[src/rtl/audio_mix_n.sv]
// audio_mix_n: time-multiplexed N-channel audio mixer, one gain MAC per channel per sample strobe.
// Define AUDIO_MIX_DCBLOCK_EN to insert a DC-blocking stage between saturation and output.

module audio_mix_n #(
    parameter int          NUM_CH    = 4,
    parameter int          IN_W      = 16,
    parameter int          OUT_W     = 16,
    parameter logic [15:0] CH_SIGNED = 16'b1110,
    parameter int          ACC_W     = IN_W + 4 + $clog2(NUM_CH)
) (
    input  logic                   clk_sys,
    input  logic                   reset_n,
    input  logic                   ce_sample,
    input  logic [NUM_CH*IN_W-1:0] ch_in,
    input  logic [NUM_CH*4-1:0]    ch_gain,
    output logic [OUT_W-1:0]       out_sample,
    output logic                   out_valid,
    output logic                   clip,
    output logic                   overrun,
    output logic                   busy
);

    localparam int IDX_W = $clog2(NUM_CH);
    localparam logic [IDX_W-1:0] LAST_IDX = IDX_W'(NUM_CH - 1);
    localparam logic signed [ACC_W-1:0] SAT_MAX = {{(ACC_W-OUT_W+1){1'b0}}, {(OUT_W-1){1'b1}}};
    localparam logic signed [ACC_W-1:0] SAT_MIN = {{(ACC_W-OUT_W+1){1'b1}}, {(OUT_W-1){1'b0}}};
    localparam logic [OUT_W-1:0] OUT_MAX = {1'b0, {(OUT_W-1){1'b1}}};
    localparam logic [OUT_W-1:0] OUT_MIN = {1'b1, {(OUT_W-1){1'b0}}};

    typedef enum logic [2:0] {
        S_IDLE,
        S_ACCUM,
        S_SAT,
        S_DC,
        S_OUT
    } state_t;

    state_t                    state_q, state_d;
    logic [IDX_W-1:0]          idx_q, idx_d;
    logic signed [ACC_W-1:0]   acc_q, acc_d;
    logic [NUM_CH*IN_W-1:0]    snap_in_q, snap_in_d;
    logic [NUM_CH*4-1:0]       snap_gain_q, snap_gain_d;
    logic [OUT_W-1:0]          out_sample_q, out_sample_d;
    logic                      out_valid_q, out_valid_d;
    logic                      clip_q, clip_d;
    logic                      overrun_q, overrun_d;

    logic signed [IN_W-1:0]    operand;
    logic [4:0]                gain5;
    logic signed [IN_W+4:0]    prod;
    logic signed [ACC_W-1:0]   scaled;
    logic [OUT_W-1:0]          sat_val;
    logic                      sat_ovf;

`ifdef AUDIO_MIX_DCBLOCK_EN
    localparam int DC_W = OUT_W + 2;
    localparam logic signed [DC_W-1:0] DC_MAX = {3'b000, {(OUT_W-1){1'b1}}};
    localparam logic signed [DC_W-1:0] DC_MIN = {3'b111, {(OUT_W-1){1'b0}}};

    logic signed [OUT_W-1:0]   dc_x_q, dc_x_d;
    logic signed [OUT_W-1:0]   x_prev_q, x_prev_d;
    logic signed [OUT_W-1:0]   y_prev_q, y_prev_d;
    logic                      sat_clip_q, sat_clip_d;
    logic signed [DC_W-1:0]    dc_sum;
    logic [OUT_W-1:0]          dc_val;
    logic                      dc_ovf;
`endif

    // Datapath: current channel's MAC term and the saturation of the finished sum.
    always_comb begin
        operand = snap_in_q[idx_q*IN_W +: IN_W];
        if (!CH_SIGNED[idx_q]) begin
            operand[IN_W-1] = ~operand[IN_W-1];
        end
        gain5  = {1'b0, snap_gain_q[idx_q*4 +: 4]};
        prod   = operand * $signed(gain5);
        scaled = acc_q >>> 3;

        sat_val = scaled[OUT_W-1:0];
        sat_ovf = 1'b0;
        if (scaled > SAT_MAX) begin
            sat_val = OUT_MAX;
            sat_ovf = 1'b1;
        end else if (scaled < SAT_MIN) begin
            sat_val = OUT_MIN;
            sat_ovf = 1'b1;
        end
    end

`ifdef AUDIO_MIX_DCBLOCK_EN
    always_comb begin
        dc_sum = DC_W'(dc_x_q) - DC_W'(x_prev_q) + DC_W'(y_prev_q) - DC_W'(y_prev_q >>> 8);
        dc_val = dc_sum[OUT_W-1:0];
        dc_ovf = 1'b0;
        if (dc_sum > DC_MAX) begin
            dc_val = OUT_MAX;
            dc_ovf = 1'b1;
        end else if (dc_sum < DC_MIN) begin
            dc_val = OUT_MIN;
            dc_ovf = 1'b1;
        end
    end
`endif

    // NOTE: every next-state signal gets its hold value first so no path through this block can infer a latch.
    always_comb begin
        state_d      = state_q;
        idx_d        = idx_q;
        acc_d        = acc_q;
        snap_in_d    = snap_in_q;
        snap_gain_d  = snap_gain_q;
        out_sample_d = out_sample_q;
        out_valid_d  = 1'b0;
        clip_d       = 1'b0;
        overrun_d    = overrun_q;
`ifdef AUDIO_MIX_DCBLOCK_EN
        dc_x_d       = dc_x_q;
        x_prev_d     = x_prev_q;
        y_prev_d     = y_prev_q;
        sat_clip_d   = sat_clip_q;
`endif

        case (state_q)
            S_IDLE: ;
            S_ACCUM: begin
                acc_d = acc_q + ACC_W'(prod);
                if (idx_q == LAST_IDX) begin
                    state_d = S_SAT;
                end else begin
                    idx_d = idx_q + 1'b1;
                end
            end
            S_SAT: begin
`ifdef AUDIO_MIX_DCBLOCK_EN
                dc_x_d     = sat_val;
                sat_clip_d = sat_ovf;
                state_d    = S_DC;
`else
                out_sample_d = sat_val;
                clip_d       = sat_ovf;
                out_valid_d  = 1'b1;
                state_d      = S_OUT;
`endif
            end
`ifdef AUDIO_MIX_DCBLOCK_EN
            S_DC: begin
                x_prev_d     = dc_x_q;
                y_prev_d     = dc_val;
                out_sample_d = dc_val;
                clip_d       = sat_clip_q | dc_ovf;
                out_valid_d  = 1'b1;
                state_d      = S_OUT;
            end
`endif
            S_OUT:   state_d = S_IDLE;
            default: state_d = S_IDLE;
        endcase

        // The OUT cycle is the last of a sample, so a strobe there starts the next one.
        if (ce_sample) begin
            if (state_q == S_IDLE || state_q == S_OUT) begin
                snap_in_d   = ch_in;
                snap_gain_d = ch_gain;
                acc_d       = '0;
                idx_d       = '0;
                state_d     = S_ACCUM;
            end else begin
                overrun_d = 1'b1;
            end
        end
    end

    // NOTE: sequential state uses non-blocking assignments only; the snapshot registers are reset too so no X ever reaches the datapath.
    always_ff @(posedge clk_sys) begin
        if (!reset_n) begin
            state_q      <= S_IDLE;
            idx_q        <= '0;
            acc_q        <= '0;
            snap_in_q    <= '0;
            snap_gain_q  <= '0;
            out_sample_q <= '0;
            out_valid_q  <= 1'b0;
            clip_q       <= 1'b0;
            overrun_q    <= 1'b0;
        end else begin
            state_q      <= state_d;
            idx_q        <= idx_d;
            acc_q        <= acc_d;
            snap_in_q    <= snap_in_d;
            snap_gain_q  <= snap_gain_d;
            out_sample_q <= out_sample_d;
            out_valid_q  <= out_valid_d;
            clip_q       <= clip_d;
            overrun_q    <= overrun_d;
        end
    end

`ifdef AUDIO_MIX_DCBLOCK_EN
    always_ff @(posedge clk_sys) begin
        if (!reset_n) begin
            dc_x_q     <= '0;
            x_prev_q   <= '0;
            y_prev_q   <= '0;
            sat_clip_q <= 1'b0;
        end else begin
            dc_x_q     <= dc_x_d;
            x_prev_q   <= x_prev_d;
            y_prev_q   <= y_prev_d;
            sat_clip_q <= sat_clip_d;
        end
    end
`endif

    assign out_sample = out_sample_q;
    assign out_valid  = out_valid_q;
    assign clip       = clip_q;
    assign overrun    = overrun_q;
    assign busy       = (state_q != S_IDLE);

endmodule

[config.mk]
export PLATFORM = sky130hd
export DESIGN_NAME = audio_mix_n
export DESIGN_NICKNAME = d
export VERILOG_FILES = /design/src/rtl/audio_mix_n.sv
export SDC_FILE = /design/constraint.sdc
export NUM_CORES = 1
export LEC_CHECK = 0
export CORE_UTILIZATION = 25
export CTS_CLUSTER_DIAMETER = 40
export DETAILED_ROUTE_END_ITERATION = 16
export PLACE_DENSITY = 0.43
export SLEW_MARGIN = 15
export SYNTH_ARGS = -nofsm -noshare
export SYNTH_HDL_FRONTEND = slang
export SYNTH_SLANG_ARGS = --single-unit
[constraint.sdc]
create_clock -name clk_sys -period 5.03 [get_ports clk_sys]
set_input_delay 0.503 -clock clk_sys [delete_from_list [all_inputs] [get_ports clk_sys]]
set_output_delay 0.503 -clock clk_sys [all_outputs]
set_load 0.03 [all_outputs]
**Word-level counts from Yosys, hierarchy flattened**

Cells that the tools add are included.

- Add/subtract/negate cells: 2
- $mul: 1
- Magnitude comparators: 3
- Eq/ne operators: 4
- Shift operators: 2
- Multiplexer cells: 19
- Bitwise gates (word level): 2
- Reduce and logical (&&, ||, !) cells: 6

Operators by type and width:

| operator | count |
|---|---|
| 22-bit two-way mux | 3 |
| 64-bit by 7-bit variable part select with 16-bit output | 1 |
| 16-bit two-way mux | 2 |
| 22-bit by 21-bit adder with 22-bit output | 1 |
| 16-bit by 5-bit multiplier with 21-bit output | 1 |
| 19-bit by 16-bit greater-than comparator with 1-bit output (second input constant) | 1 |
| 19-bit by 16-bit < comparator with 1-bit output (second input constant) | 1 |
| 16-bit by 5-bit variable part select with 4-bit output | 1 |
| 3-bit two-way mux | 3 |
| 3-bit case mux with 3 select lines | 1 |
| 2-bit two-way mux | 4 |
| 2-bit AND reduction | 3 |
| 2-bit by 5-bit < comparator with 1-bit output (second input constant) | 1 |
| 1-bit two-way mux | 5 |
| 3-bit by 1-bit == test with 1-bit output (second input constant) | 1 |
| 3-bit by 2-bit == test with 1-bit output (second input constant) | 1 |
| 3-bit == test (second input constant) | 1 |
| 3-bit zero test | 1 |
| 3-bit nonzero test | 1 |
| 2-bit by 1-bit adder with 2-bit output (second input constant) | 1 |
| 1-bit binary-select mux with 2-bit select | 1 |
| 2-bit == test (second input constant) | 1 |
| 1-bit NOT | 2 |
| 1-bit logical OR | 1 |

- Flip-flop bits (word level): 126
- Output and inout port bits: 20
- Word-level logic and storage cells: 48

**Depth between registers and ports, before layout**

- Depth after elaboration: 8
- Depth in mapped cells: 19
- Depth with buffers taken out: 17

**Worst setup path after synthesis**

No wires, ideal clock.

- Path type: register -> register
- Start point: reg idx_q[0]
- End point: reg acc_q[20]
- Library setup time: 0.127 ns
- Data arrival time: 5.139 ns
- Path slack: -0.236 ns
- Cell stages (with the launch flop): 19
- Clock period less this slack: 5.266 ns
- Cells stage by stage: dfxtp_1 -> buf_6 -> clkbuf_1 -> buf_2 -> mux4_2 -> and2_1 -> fa_1 -> inv_1 -> fa_1 -> fa_1 -> inv_1 -> ha_1 -> nor2b_1 -> o21ai_0 -> a21boi_0 -> o2111a_1 -> o32ai_1 -> xor2_1 -> o21ai_0

- Longest elaborated chain between the ends: 8
- Elaborated cells on any way between the ends: 11
- Those cells by class: 1 x add/sub; 1 x mul; 2 x shift; 6 x mux; 1 x bitwise

Ends and longest elaborated chain:

| item | line | source |
|---|---|---|
| from (decl) | 39 | `logic [IDX_W-1:0] idx_q, idx_d;` |
| from (signal assigned) | 187 | `idx_q <= idx_d;` |
| 64-bit by 7-bit variable part select with 16-bit output or 1-bit binary-select mux with 2-bit select (tied branches) | 71, 72 |  |
| 1-bit NOT or 1-bit two-way mux (tied branches) | 73, 72 |  |
| 1-bit two-way mux | 72 | `if (!CH_SIGNED[idx_q]) begin` |
| 16-bit by 5-bit multiplier with 21-bit output (*) | 76 | `prod = operand * $signed(gain5);` |
| 22-bit by 21-bit adder with 22-bit output (*) | 126 | `acc_d = acc_q + ACC_W'(prod);` |
| 22-bit two-way mux (*) | 123 | `case (state_q)` |
| 22-bit two-way mux | 161 | `if (state_q == S_IDLE \|\| state_q == S_OUT) begin` |
| 22-bit two-way mux (*) | 160 | `if (ce_sample) begin` |
| to (signal assigned) | 178 | `acc_q <= '0;` |
| to (signal assigned) | 188 | `acc_q <= acc_d;` |
| to (decl) | 40 | `logic signed [ACC_W-1:0] acc_q, acc_d;` |

Every way passes the cells marked *; elsewhere a longest branch is shown, timed or not. The select of a mux whose other input is x is not followed.
A chain may end at the register's enable or synchronous reset.

**Final worst setup path**

- Start point: reg idx_q[0]
- End point: reg acc_q[15]

Same word-level chain as after synthesis.

==> results.md <==
- Syn nets: 937
- Vias per cell: 4.39
- CTS buffer count: 17
- Worst-Margin Slew: 0.903 ns
- Post-synth EDFFs: 0
- Power Total: 2.99 mW
- CP max-delay cell: mux4_1
- Finished Layout Cells: 1264
- Most frequent cell after synthesis: dfxtp_1
- Critical Path Source Type: flop
- Synth top cells by count: 126 x dfxtp_1, 98 x inv_1, 80 x a22o_1
- Place WS: 0.111 ns
- Synth Area in Simple Gates: 11.4%
- Critical path cell sequence: buf_6 > mux4_1 > and2_1 > fa_1 > fa_1 > inv_1 > fa_1 > inv_1 > ha_1 > a21o_1 > a21oi_1 > a31oi_1 > a21boi_0 > o21ai_0 > xnor2_1 > o21ai_0
- Compound-Gate Fraction of Synth Area: 17.5%
- Status: completed
- Core area: 29000 µm²
- Placed cells: 1228
- Leak pwr: 4.25 nW
- Number of placement rows: 62
- GRT Util Overall: 13.3%
- Post-synthesis mux area share: 6.94%
- Die W: 175 µm
- Initial antenna violation count: 0
- WL final: 19600 µm
- PwrDens: 307 nW/µm²
- Drt drc: 0
- Synthesis-to-layout area growth: 30.5%
- Die area: 30500 µm²
- Cell mode on critical path: fa_1
- Largest net degree at the start of global routing: 37
- Netlist Area Pre-Place: 7450 µm²
- Layout cells sized above 1: 9.77%
- Top FF cell, synth: dfxtp_1
- Arrival time at the worst endpoint: 5.05 ns
- Top cell type's share of synthesized area: 33.9%
- H-tree lvl count: 4
- CTS max path bufs: 2
- Fin. Hold Viols: 0
- Post-Synth XOR/XNOR Area: 2.10%
- Clock-pin slew on the worst setup and hold paths: 0.06 ns
- Design area: 9720 µm²
- Post-synthesis adder-cell area fraction: 21.2%
- Area leader, netlist: dfxtp_1
- Final Setup Violations: 0
- Largest family of logic cells by synthesized area: adder cells
- Avg WL per Cell: 15.5 µm
- Top Ports: 103
- Final nets: 1047
- Post-DP HPWL: 14900 µm
- CP endpoint kind: flop
- Max rail drop VDD: 0.198 mV
- Crit-path leading delay family: adder cells
- Clk root buf: clkbuf_16
- Worst min-delay path class: flop to flop
- Clock sink total: 126
- Critical path buffers and inverters: 3
- Count of final max-slew check failures: 0
- Antenna Nets Post-Route: 0
- Placement Cell Area: 8990 µm²
- Seq/Total Area, Yosys: 33.9%
- Relative slew slack: 39.6%
- Post-route clock skew: 0.00951 ns
- Synth warn: 0
- CTS tree: done
- Max Freq: 0.210 GHz
- Antenna Cells: 0
- Drt pass-1 iters: 4
- Yosys cell types: 44
- Via count: 5545
- Async S/R FF share, synth: 0%
- Largest fanout on the critical path: 7
- GR Overflow Total: 0
- Critical Path RT: 5.32 ns
- Vias in the first global route: 5759
- Starting Density: 25.7%
- Final period util: 94.6%
- Crit path time final: 4.76 ns
- IO Port Bufs: 102
- Die Ht: 175 µm
- Slowest stage delay, CP: 0.69 ns
- Max-cap violations: 0
- First-pass GRT wire length: 31500 µm
- Avg Cell Area, Syn: 9.84 µm²
- Worst setup path category: flop to flop
- Dominant cells by area after synthesis: dfxtp_1 34%, fa_1 13%, a22o_1 9.4%
- DR iter-0 viols: 246
- Post-Syn Instances: 757
- Clk_lat worst skew: 0.42 ns
- FILL cells: 3023
- Worst setup margin: 0.271 ns
- Routability cong.: 0.758
- Synth Register Bits: 126
## worst min-delay path: stages (launching register included)
cell	delay [ns]
dfxtp_1	0.31
nand2_1	0.05
a21oi_1	0.05
## cell families (layout without fill, tap and decap cells)
family / count (synthesis) / in the layout
and+or+nand+nor: 173 / 173
muxes: 25 / 27
adders and majority gates: 97 / 97
xor gates and xnor gates: 17 / 17
buffers and inverters: 134 / 255
DFF: 126 / 126
AOI/OAI and AO/OA: 185 / 185
## worst paths after layout
kind	startpoint	to	slack (ns)	depth (start not counted)
setup reg to reg	idx_q[0]	acc_q[15]	0.27	16
hold / removal	out_sample[5]	out_sample[5]	0.45	2
hold reg to reg	out_sample[5]	out_sample[5]	0.45	2
setup / recovery	idx_q[0]	acc_q[15]	0.27	16
## layer usage
layer	vias to the layer above	share of wire [%]	global-route usage (%)
li1	2835	-	-
met1	2581	54	19.9
met2	114	40	18.5
met3	15	4.7	3.48
met4	0	1.0	3.33
met5	-	0	0
## timing repair
action / CTS / global route
endpoints found under the setup margin: 0 / 9
buffers inserted: 0 / 1
resized for setup: 0 / 11
hold buffers: 0 / 0
## power breakdown
part	switching (mW)	total, mW	internal [mW]
Sequential	0.0496	1.11	1.06
Combinational	0.307	0.583	0.276
Clock	0.533	1.30	0.764
Total	0.890	2.99	2.10
## cells in the final DEF, fill, tap and decap left out, types with 4 or more instances in the layout
cell / instances
inv_1: 98
and3_1: 7
mux2i_1: 4
ha_1: 47
inv_8: 4
clkbuf_16: 17
buf_4: 19
xor2_1: 5
a22o_1: 80
nor3_1: 8
clkdlybuf4s50_1: 102
dfxtp_1: 124
and2_1: 58
fa_1: 49
mux4_2: 19
a21oi_1: 45
o21ai_0: 30
a21o_1: 8
xnor2_1: 11
nand2_1: 64
nor2_1: 24
a211oi_1: 4
## state kept, by name, summed over array words and instances (netlist names)
register and flops:
out_sample 16, acc_q 22, state_q 3, snap_in_q 64, snap_gain_q 16, idx_q 2
overrun 1, clip 1, out_valid 1
## through the flow
stage	hold slack, ns	utilization (%)	TNS (ns)
detailed placement	0.442	31.0	0
floorplan	0.436	-	0
finish	0.448	33.5	0
CTS	0.453	33.1	0
global route	0.473	33.5	-0.0411
global placement	0.434	31.0	0
## layout make-up
class	instances	area (µm²)	share of cell area [%]
Inverter	98	368	3.79
Clock buffer	18	439	4.52
Tap cell	384	480	4.94
Multi-Input combinational cell	499	4500	46.3
Sequential cell	126	2520	26.0
Timing Repair Buffer	125	1240	12.7
Clock inverter	14	173	1.78
(Power assumes the default switching activity.)
